File: src/rtl/io_pkg.sv
// Shared board-I/O constants and the auto-repeat state encoding for input conditioners.
package io_pkg;

  // Default timings for a 100 MHz board clock.
  localparam int unsigned DEBOUNCE_10MS = 32'd1_000_000;
  localparam int unsigned REPEAT_500MS  = 32'd50_000_000;
  localparam int unsigned REPEAT_100MS  = 32'd10_000_000;

  // Auto-repeat tracking for a held button.
  typedef enum logic [1:0] {
    RELEASED    = 2'd0,
    HOLD_DELAY  = 2'd1,
    HOLD_REPEAT = 2'd2
  } repeat_state_e;

endpackage

File: src/rtl/debounce_channel.sv
// One input channel: 2-flop synchroniser, stability-count debouncer,
// edge pulses and an optional auto-repeat generator for a held button.
module debounce_channel
  import io_pkg::*;
#(
  parameter int unsigned CYCLES        = DEBOUNCE_10MS,
  parameter int unsigned COUNTER_WIDTH = 32,
  parameter logic        RESET_VALUE   = 1'b0,
  parameter logic        REPEAT_EN     = 1'b0,
  parameter int unsigned REPEAT_DELAY  = REPEAT_500MS,
  parameter int unsigned REPEAT_PERIOD = REPEAT_100MS
) (
  input  logic clk,
  input  logic rst,
  input  logic bouncy,
  output logic level,
  output logic press,
  output logic released   // falling-edge pulse; "release" is a reserved word
);

  localparam logic [COUNTER_WIDTH-1:0] DCNT_LAST   = COUNTER_WIDTH'(CYCLES - 32'd1);
  localparam logic [COUNTER_WIDTH-1:0] DELAY_LAST  = COUNTER_WIDTH'(REPEAT_DELAY - 32'd1);
  localparam logic [COUNTER_WIDTH-1:0] PERIOD_LAST = COUNTER_WIDTH'(REPEAT_PERIOD - 32'd1);
  localparam logic [COUNTER_WIDTH-1:0] CNT_ONE     = COUNTER_WIDTH'(1);

  logic                     s1_r, s2_r;
  logic                     level_r, press_r, release_r;
  logic [COUNTER_WIDTH-1:0] dcnt_r, rcnt_r;
  repeat_state_e            state_r;

  logic                     level_next_s, press_next_s, release_next_s;
  logic [COUNTER_WIDTH-1:0] dcnt_next_s, rcnt_next_s;
  repeat_state_e            state_next_s;
  logic                     accept_s, rise_s, fall_s, repeat_due_s;

  // Debounce: count consecutive synchronised samples that disagree with the accepted level.
  always_comb begin
    accept_s     = 1'b0;
    level_next_s = level_r;
    dcnt_next_s  = '0;
    if (s2_r == level_r) begin
      dcnt_next_s = '0;
    end else if (dcnt_r == DCNT_LAST) begin
      accept_s     = 1'b1;
      level_next_s = s2_r;
      dcnt_next_s  = '0;
    end else begin
      dcnt_next_s = dcnt_r + CNT_ONE;
    end
    rise_s = accept_s & s2_r;
    fall_s = accept_s & ~s2_r;
  end

  // Repeat FSM next state and pulse selection; an accepted fall always wins over a due repeat.
  always_comb begin
    state_next_s = state_r;
    rcnt_next_s  = rcnt_r;
    repeat_due_s = 1'b0;
    case (state_r)
      RELEASED: begin
        rcnt_next_s = '0;
        if (rise_s && REPEAT_EN) begin
          state_next_s = HOLD_DELAY;
        end else begin
          state_next_s = RELEASED;
        end
      end
      HOLD_DELAY: begin
        if (rcnt_r == DELAY_LAST) begin
          repeat_due_s = 1'b1;
          rcnt_next_s  = '0;
          state_next_s = HOLD_REPEAT;
        end else begin
          rcnt_next_s = rcnt_r + CNT_ONE;
        end
      end
      HOLD_REPEAT: begin
        if (rcnt_r == PERIOD_LAST) begin
          repeat_due_s = 1'b1;
          rcnt_next_s  = '0;
        end else begin
          rcnt_next_s = rcnt_r + CNT_ONE;
        end
      end
      default: begin
        state_next_s = RELEASED;
        rcnt_next_s  = '0;
      end
    endcase
    if (fall_s) begin
      state_next_s   = RELEASED;
      rcnt_next_s    = '0;
      press_next_s   = 1'b0;
      release_next_s = 1'b1;
    end else begin
      press_next_s   = rise_s | repeat_due_s;
      release_next_s = 1'b0;
    end
  end

  // Synchroniser, debounce state and registered outputs.
  always_ff @(posedge clk or posedge rst) begin
    if (rst) begin
      s1_r      <= RESET_VALUE;
      s2_r      <= RESET_VALUE;
      level_r   <= RESET_VALUE;
      dcnt_r    <= '0;
      press_r   <= 1'b0;
      release_r <= 1'b0;
    end else begin
      s1_r      <= bouncy;
      s2_r      <= s1_r;
      level_r   <= level_next_s;
      dcnt_r    <= dcnt_next_s;
      press_r   <= press_next_s;
      release_r <= release_next_s;
    end
  end

  // Repeat FSM state register and its counter.
  always_ff @(posedge clk or posedge rst) begin
    if (rst) begin
      state_r <= RELEASED;
      rcnt_r  <= '0;
    end else begin
      state_r <= state_next_s;
      rcnt_r  <= rcnt_next_s;
    end
  end

  assign level    = level_r;
  assign press    = press_r;
  assign released = release_r;

endmodule

File: src/rtl/button_conditioner.sv
// Multi-channel button/switch conditioner: independent debounce channels with
// press/release pulses and per-channel auto-repeat selected by REPEAT_MASK.
module button_conditioner
  import io_pkg::*;
#(
  parameter int unsigned           CHANNELS      = 5,
  parameter int unsigned           CYCLES        = DEBOUNCE_10MS,
  parameter int unsigned           COUNTER_WIDTH = 32,
  parameter logic                  RESET_VALUE   = 1'b0,
  parameter logic [CHANNELS-1:0]   REPEAT_MASK   = {CHANNELS{1'b0}},
  parameter int unsigned           REPEAT_DELAY  = REPEAT_500MS,
  parameter int unsigned           REPEAT_PERIOD = REPEAT_100MS
) (
  input  logic                clk,
  input  logic                rst,
  input  logic [CHANNELS-1:0] bouncy,
  output logic [CHANNELS-1:0] level,
  output logic [CHANNELS-1:0] press,
  output logic [CHANNELS-1:0] released
);

  for (genvar i = 0; i < CHANNELS; i++) begin : g_chan
    debounce_channel #(
      .CYCLES        (CYCLES),
      .COUNTER_WIDTH (COUNTER_WIDTH),
      .RESET_VALUE   (RESET_VALUE),
      .REPEAT_EN     (REPEAT_MASK[i]),
      .REPEAT_DELAY  (REPEAT_DELAY),
      .REPEAT_PERIOD (REPEAT_PERIOD)
    ) u_chan (
      .clk      (clk),
      .rst      (rst),
      .bouncy   (bouncy[i]),
      .level    (level[i]),
      .press    (press[i]),
      .released (released[i])
    );
  end

endmodule
File: config.mk
export PLATFORM = sky130hd
export DESIGN_NAME = button_conditioner
export DESIGN_NICKNAME = d
export VERILOG_FILES = /design/src/rtl/io_pkg.sv /design/src/rtl/debounce_channel.sv /design/src/rtl/button_conditioner.sv
export SDC_FILE = /design/constraint.sdc
export NUM_CORES = 1
export LEC_CHECK = 0
export CAP_MARGIN = 10
export CORE_MARGIN = 3
export CORE_UTILIZATION = 50
export DETAILED_ROUTE_END_ITERATION = 8
export PLACE_DENSITY = 0.77
export SYNTH_ARGS = -nofsm -noshare
export SYNTH_HDL_FRONTEND = slang
export SYNTH_SLANG_ARGS = --single-unit
File: constraint.sdc
create_clock -name clk -period 15.1 [get_ports clk]
set_input_delay 3.775 -clock clk [delete_from_list [all_inputs] [get_ports clk]]
set_output_delay 3.775 -clock clk [all_outputs]
set_load 0.1 [all_outputs]
======== Yosys cells after proc, flatten, opt, wreduce, memory -nomap -nowiden ========
Cells that the tools add are included.
storage, ports and cells
  word-level logic and storage cells ...... 205
  output and inout port bits .............. 15
  input port bits ......................... 7
  bits in registers ....................... 355
operators by class
  muxes and demuxes ....................... 80
  add/sub/neg operators ................... 10
  equality and inequality tests ........... 40
  bitwise gates (word level) .............. 25
  reduce and logical (&&, ||, !) cells .... 10
operators by type and width
  kind                                                   number
  two-way mux 32 bit                                     25
  adder 32 x 1 -> 32 bit, second input constant          10
  one-hot mux 32 bit (2 select lines)                    5
  equality test 32 x 20 -> 1 bit, second input constant  5
  equality test 32 x 24 -> 1 bit, second input constant  5
  equality test 32 x 26 -> 1 bit, second input constant  5
  two-way mux 1 bit                                      30
  two-way mux 2 bit                                      10
  one-hot mux 2 bit (2 select lines)                     5
  AND reduction 2 bit                                    10
  != test 3 x 1 -> 1 bit, second input constant          5
  AND 1 bit                                              10
  equality test 2 x 1 -> 1 bit, second input constant    5
  equality test 2 bit, second input constant             5
  != test 2 x 1 -> 1 bit, second input constant          5
  inverter 1 bit                                         10
  one-hot mux 1 bit (2 select lines)                     5
  equality test 1 bit                                    5
  OR 1 bit                                               5

======== Depth between registers and ports, before layout ========
  depth in word-level cells ............... 6
  mapped depth ............................ 8
  gate-level depth less buffers ........... 6

======== Hierarchy ========
Synthesis repeated with hierarchy kept, for this count alone.
unflattened totals
  cells, all modules ...................... 967
  area total of the unflattened synthesis .. 9,470.3 um2
by module, submodules not included
  module                                    cells an instance  sequential area each (um2)  times used  area an instance (um2)
  debounce_channel at g_chan[0].u_chan ...  194                925.9                       4           1,893.1
  debounce_channel at g_chan[4].u_chan      191                925.9                       1           1,898.1

======== Worst setup path after synthesis ========
No wires, ideal clock.
  kind .................................... reg-to-output
  from .................................... register g_chan[1].u_chan.level_r
  to ...................................... output port level[1]
  stages on the path, launching flop included .. 2
  required time ........................... 11.325 ns
  slack ................................... 10.651 ns
  buffers on the path ..................... 1
  data arrival time ....................... 0.674 ns
  cells stage by stage .................... dfrtp_1 -> buf_4
RTL lines
  what                    RTL line                  RTL
  from (decl)             debounce_channel.sv:27    logic level_r, press_r, release_r;
  from (signal assigned)  debounce_channel.sv:113   level_r <= level_next_s;
  to (decl)               button_conditioner.sv:17  output logic [CHANNELS-1:0] level,
No word-level cell between the ends.

======== Worst setup path after layout ========
  from .................................... register g_chan[1].u_chan.level_r
  to ...................................... output port level[1]
No word-level cell between the ends.

==> run metrics <==
pins over their slew limit=0; crit path buf inv count=1; Area contributors post-synth=dfrtp_1 51%, nor2_1 7.1%, xor2_1 6.8%; worst hold path type=register to register; crit path max fanout=5; PortBufs=21; drt pass-1 iters=5; Initial Util=51.68%; final wirelength=16,370 um; Mean Syn Cell Area=9.871 um^2; die area=0.01971 mm^2; peak supply drop=105.0 uV; fillers=1,483; Area Overhead vs Synth=9.503%; DRC=0; Worst Clk Skew=0.006887 ns; CTS tree=yes; All-Layer GR Usage=17.45%; Post-Syn Area=0.009032 mm^2; final cycle utilization of the critical path=38.28%; CTS Root Cell=clkbuf_16; grt ovf=0; count of final hold-check violations=0; critical path startpoint category=register; cell with the most instances after synthesis=dfrtp_1; initial antenna violation count=0; most used flip-flop cell after synthesis=dfrtp_1; Yosys reg bits=185; setup TNS=0 ns; HPWL after DPL=10,440 um; Synth Warn #=0; drt wl/cell=14.20 um; number of H-tree levels=4; status=finished clean; core area=0.01748 mm^2; fin cells=1,153; total power=980.4 uW; GP Congestion=0.7986; Layout Nets=927; cts hold-fix bufs=0; worst hold path cell count=0; CP endpoint kind=output port; Post-Syn Nets=927; Setup Fix Bufs, Post-CTS=0; antenna-violating nets left=0; first-pass GRT wire length=28,990 um; synthesized instance count=915; post-synthesis sequential area ratio=51.25%; leak pwr=0.004088 uW; worst reg-to-reg path cell count=5; unrepaired setup endpoints after global routing=false; Num CTS Buffers=17; max frequency=173.0 MHz; clk_lat worst skew=0.43 ns; Die W=140.4 um; Power Density=99.12 mW/mm^2; ANT cells=0; area occupied by registers=0.004629 mm^2; largest net degree at the start of global routing=120; minimum clock period=5.780 ns; Cell Rows=48; Crit path max-delay family=buffers and inverters; fin util=56.59%; MaxCap Viol Count=0; vias in the first global route=6,216; Post-synth EDFFs=0; Rel. slew slack=24.28%; Worst Tran Pin Value=1.136 ns; library cells used by synthesis=45; layout cells sized above 1=5.819%; fraction of registers with async set/reset=100.0%; Levels on crit path=1; Resized cells post-CTS=0; slowest stage delay, CP=1.16 ns; most common library cells after synthesis=185 x dfrtp_1, 171 x nor2_1, 70 x xor2_1, 68 x xnor2_1, 67 x nand3_1; critical path required time=11.32 ns; Clock Sinks=185; Slowest-stage cell, CP=clkdlybuf4s50_1; CP Data Arrival Time=2.01 ns; die height=140.4 um; WS Path Type=register to output port; Bufs on Longest Clock Path=2; post-synth top area cell=dfrtp_1; Initial DRC Count=405; Cell Chain, Critical Path=clkdlybuf4s50_1; vias per cell=5.550; Clock transition at path regs=0.07 ns; Final Setup Violations=0; Post-Place Cells=1,121; IO Count=22; area of the multi-input gates=0.004090 mm^2; via count=6,399; Yosys top cell area share=51.25%
[final cells by class]
type | instances | share of cell area [%]
multi-input cells | 671 | 41.35
flip-flops and latches | 185 | 46.81
well taps | 225 | 2.846
clock buffers | 18 | 4.440
repair buffers | 22 | 2.201
clock inverters | 14 | 1.619
inverters | 18 | 0.7337
[cell families after synthesis]
| group | Yosys count | share of synthesized area, % |
|---|---|---|
| muxes | 6 | 0.7341 |
| adders and majority gates | 5 | 0.6926 |
| DFF | 185 | 51.25 |
| xor gates and xnor gates | 138 | 13.38 |
| AOI/OAI and AO/OA | 27 | 1.704 |
| and+or+nand+nor | 495 | 28.77 |
| buffers and inverters | 59 | 3.463 |
[stage by stage]
stage	area, um^2	setup slack (ns)	hold WS (ns)
3_5_place_dp	9291	9.165	0.3371
3_3_place_gp	9291	9.192	0.3343
6_report	9891	9.320	0.3543
2_1_floorplan	9032	6.296	0.3312
4_1_cts	9891	9.290	0.3529
5_1_grt	9891	9.233	0.3565
[sequential cells by signal, summed over array words and instances, names as in the netlist]
name,cells
g_chan.u_chan.dcnt_r,160
g_chan.u_chan.level,5
g_chan.u_chan.press,5
g_chan.u_chan.released,5
g_chan.u_chan.s1_r,5
g_chan.u_chan.s2_r,5
[power breakdown]
part | switching [uW] | total (uW) | internal [uW] | leakage [uW]
sequential | 4.57 | 505 | 500 | 0.00255
clock | 198 | 451 | 253 | 0.000287
combinational | 19.3 | 25.1 | 5.81 | 0.00125
[cells in the final DEF, fill, tap and decap left out, types with 6 or more instances in the layout]
master / instances
dfrtp_1: 185
xor2_1: 70
or3_1: 10
or4_1: 6
and3_1: 18
nor3b_1: 10
nand4_1: 41
o21ai_0: 8
a21oi_1: 14
nand3_1: 67
nor2_1: 171
inv_6: 6
clkdlybuf4s50_1: 21
xnor2_1: 68
nor3_1: 26
and4_1: 23
clkbuf_16: 17
nor4_1: 29
inv_1: 17
and2_1: 6
nand2_1: 55
[path summary, 6_finish.rpt]
kind / from / end / slack [ns]
max in group asynchronous: rst / g_chan[4].u_chan.s2_r$_DFF_PP0_ / 9.77
worst min-delay path: g_chan[1].u_chan.s1_r$_DFF_PP0_ / g_chan[1].u_chan.s2_r$_DFF_PP0_ / 0.35
min in group asynchronous: rst / g_chan[0].u_chan.press$_DFF_PP0_ / 3.94
worst min register to register: g_chan[1].u_chan.s1_r$_DFF_PP0_ / g_chan[1].u_chan.s2_r$_DFF_PP0_ / 0.35
worst max-delay path: g_chan[1].u_chan.level$_DFFE_PP0P_ / level[1] / 9.32
worst max register to register: g_chan[1].u_chan.dcnt_r[2]$_DFF_PP0_ / g_chan[1].u_chan.dcnt_r[15]$_DFF_PP0_ / 12.45
[per-layer routing]
metal | track usage (%) | vias to the layer above | wire length [um]
met4 | 5.048 | 0 | 171
met5 | 0 | - | 0
met2 | 26.86 | 83 | 7702
met3 | 4.302 | 14 | 587
met1 | 24.70 | 3151 | 7912
li1 | - | 3151 | -
Note: power is estimated with default switching activity, not from simulation.
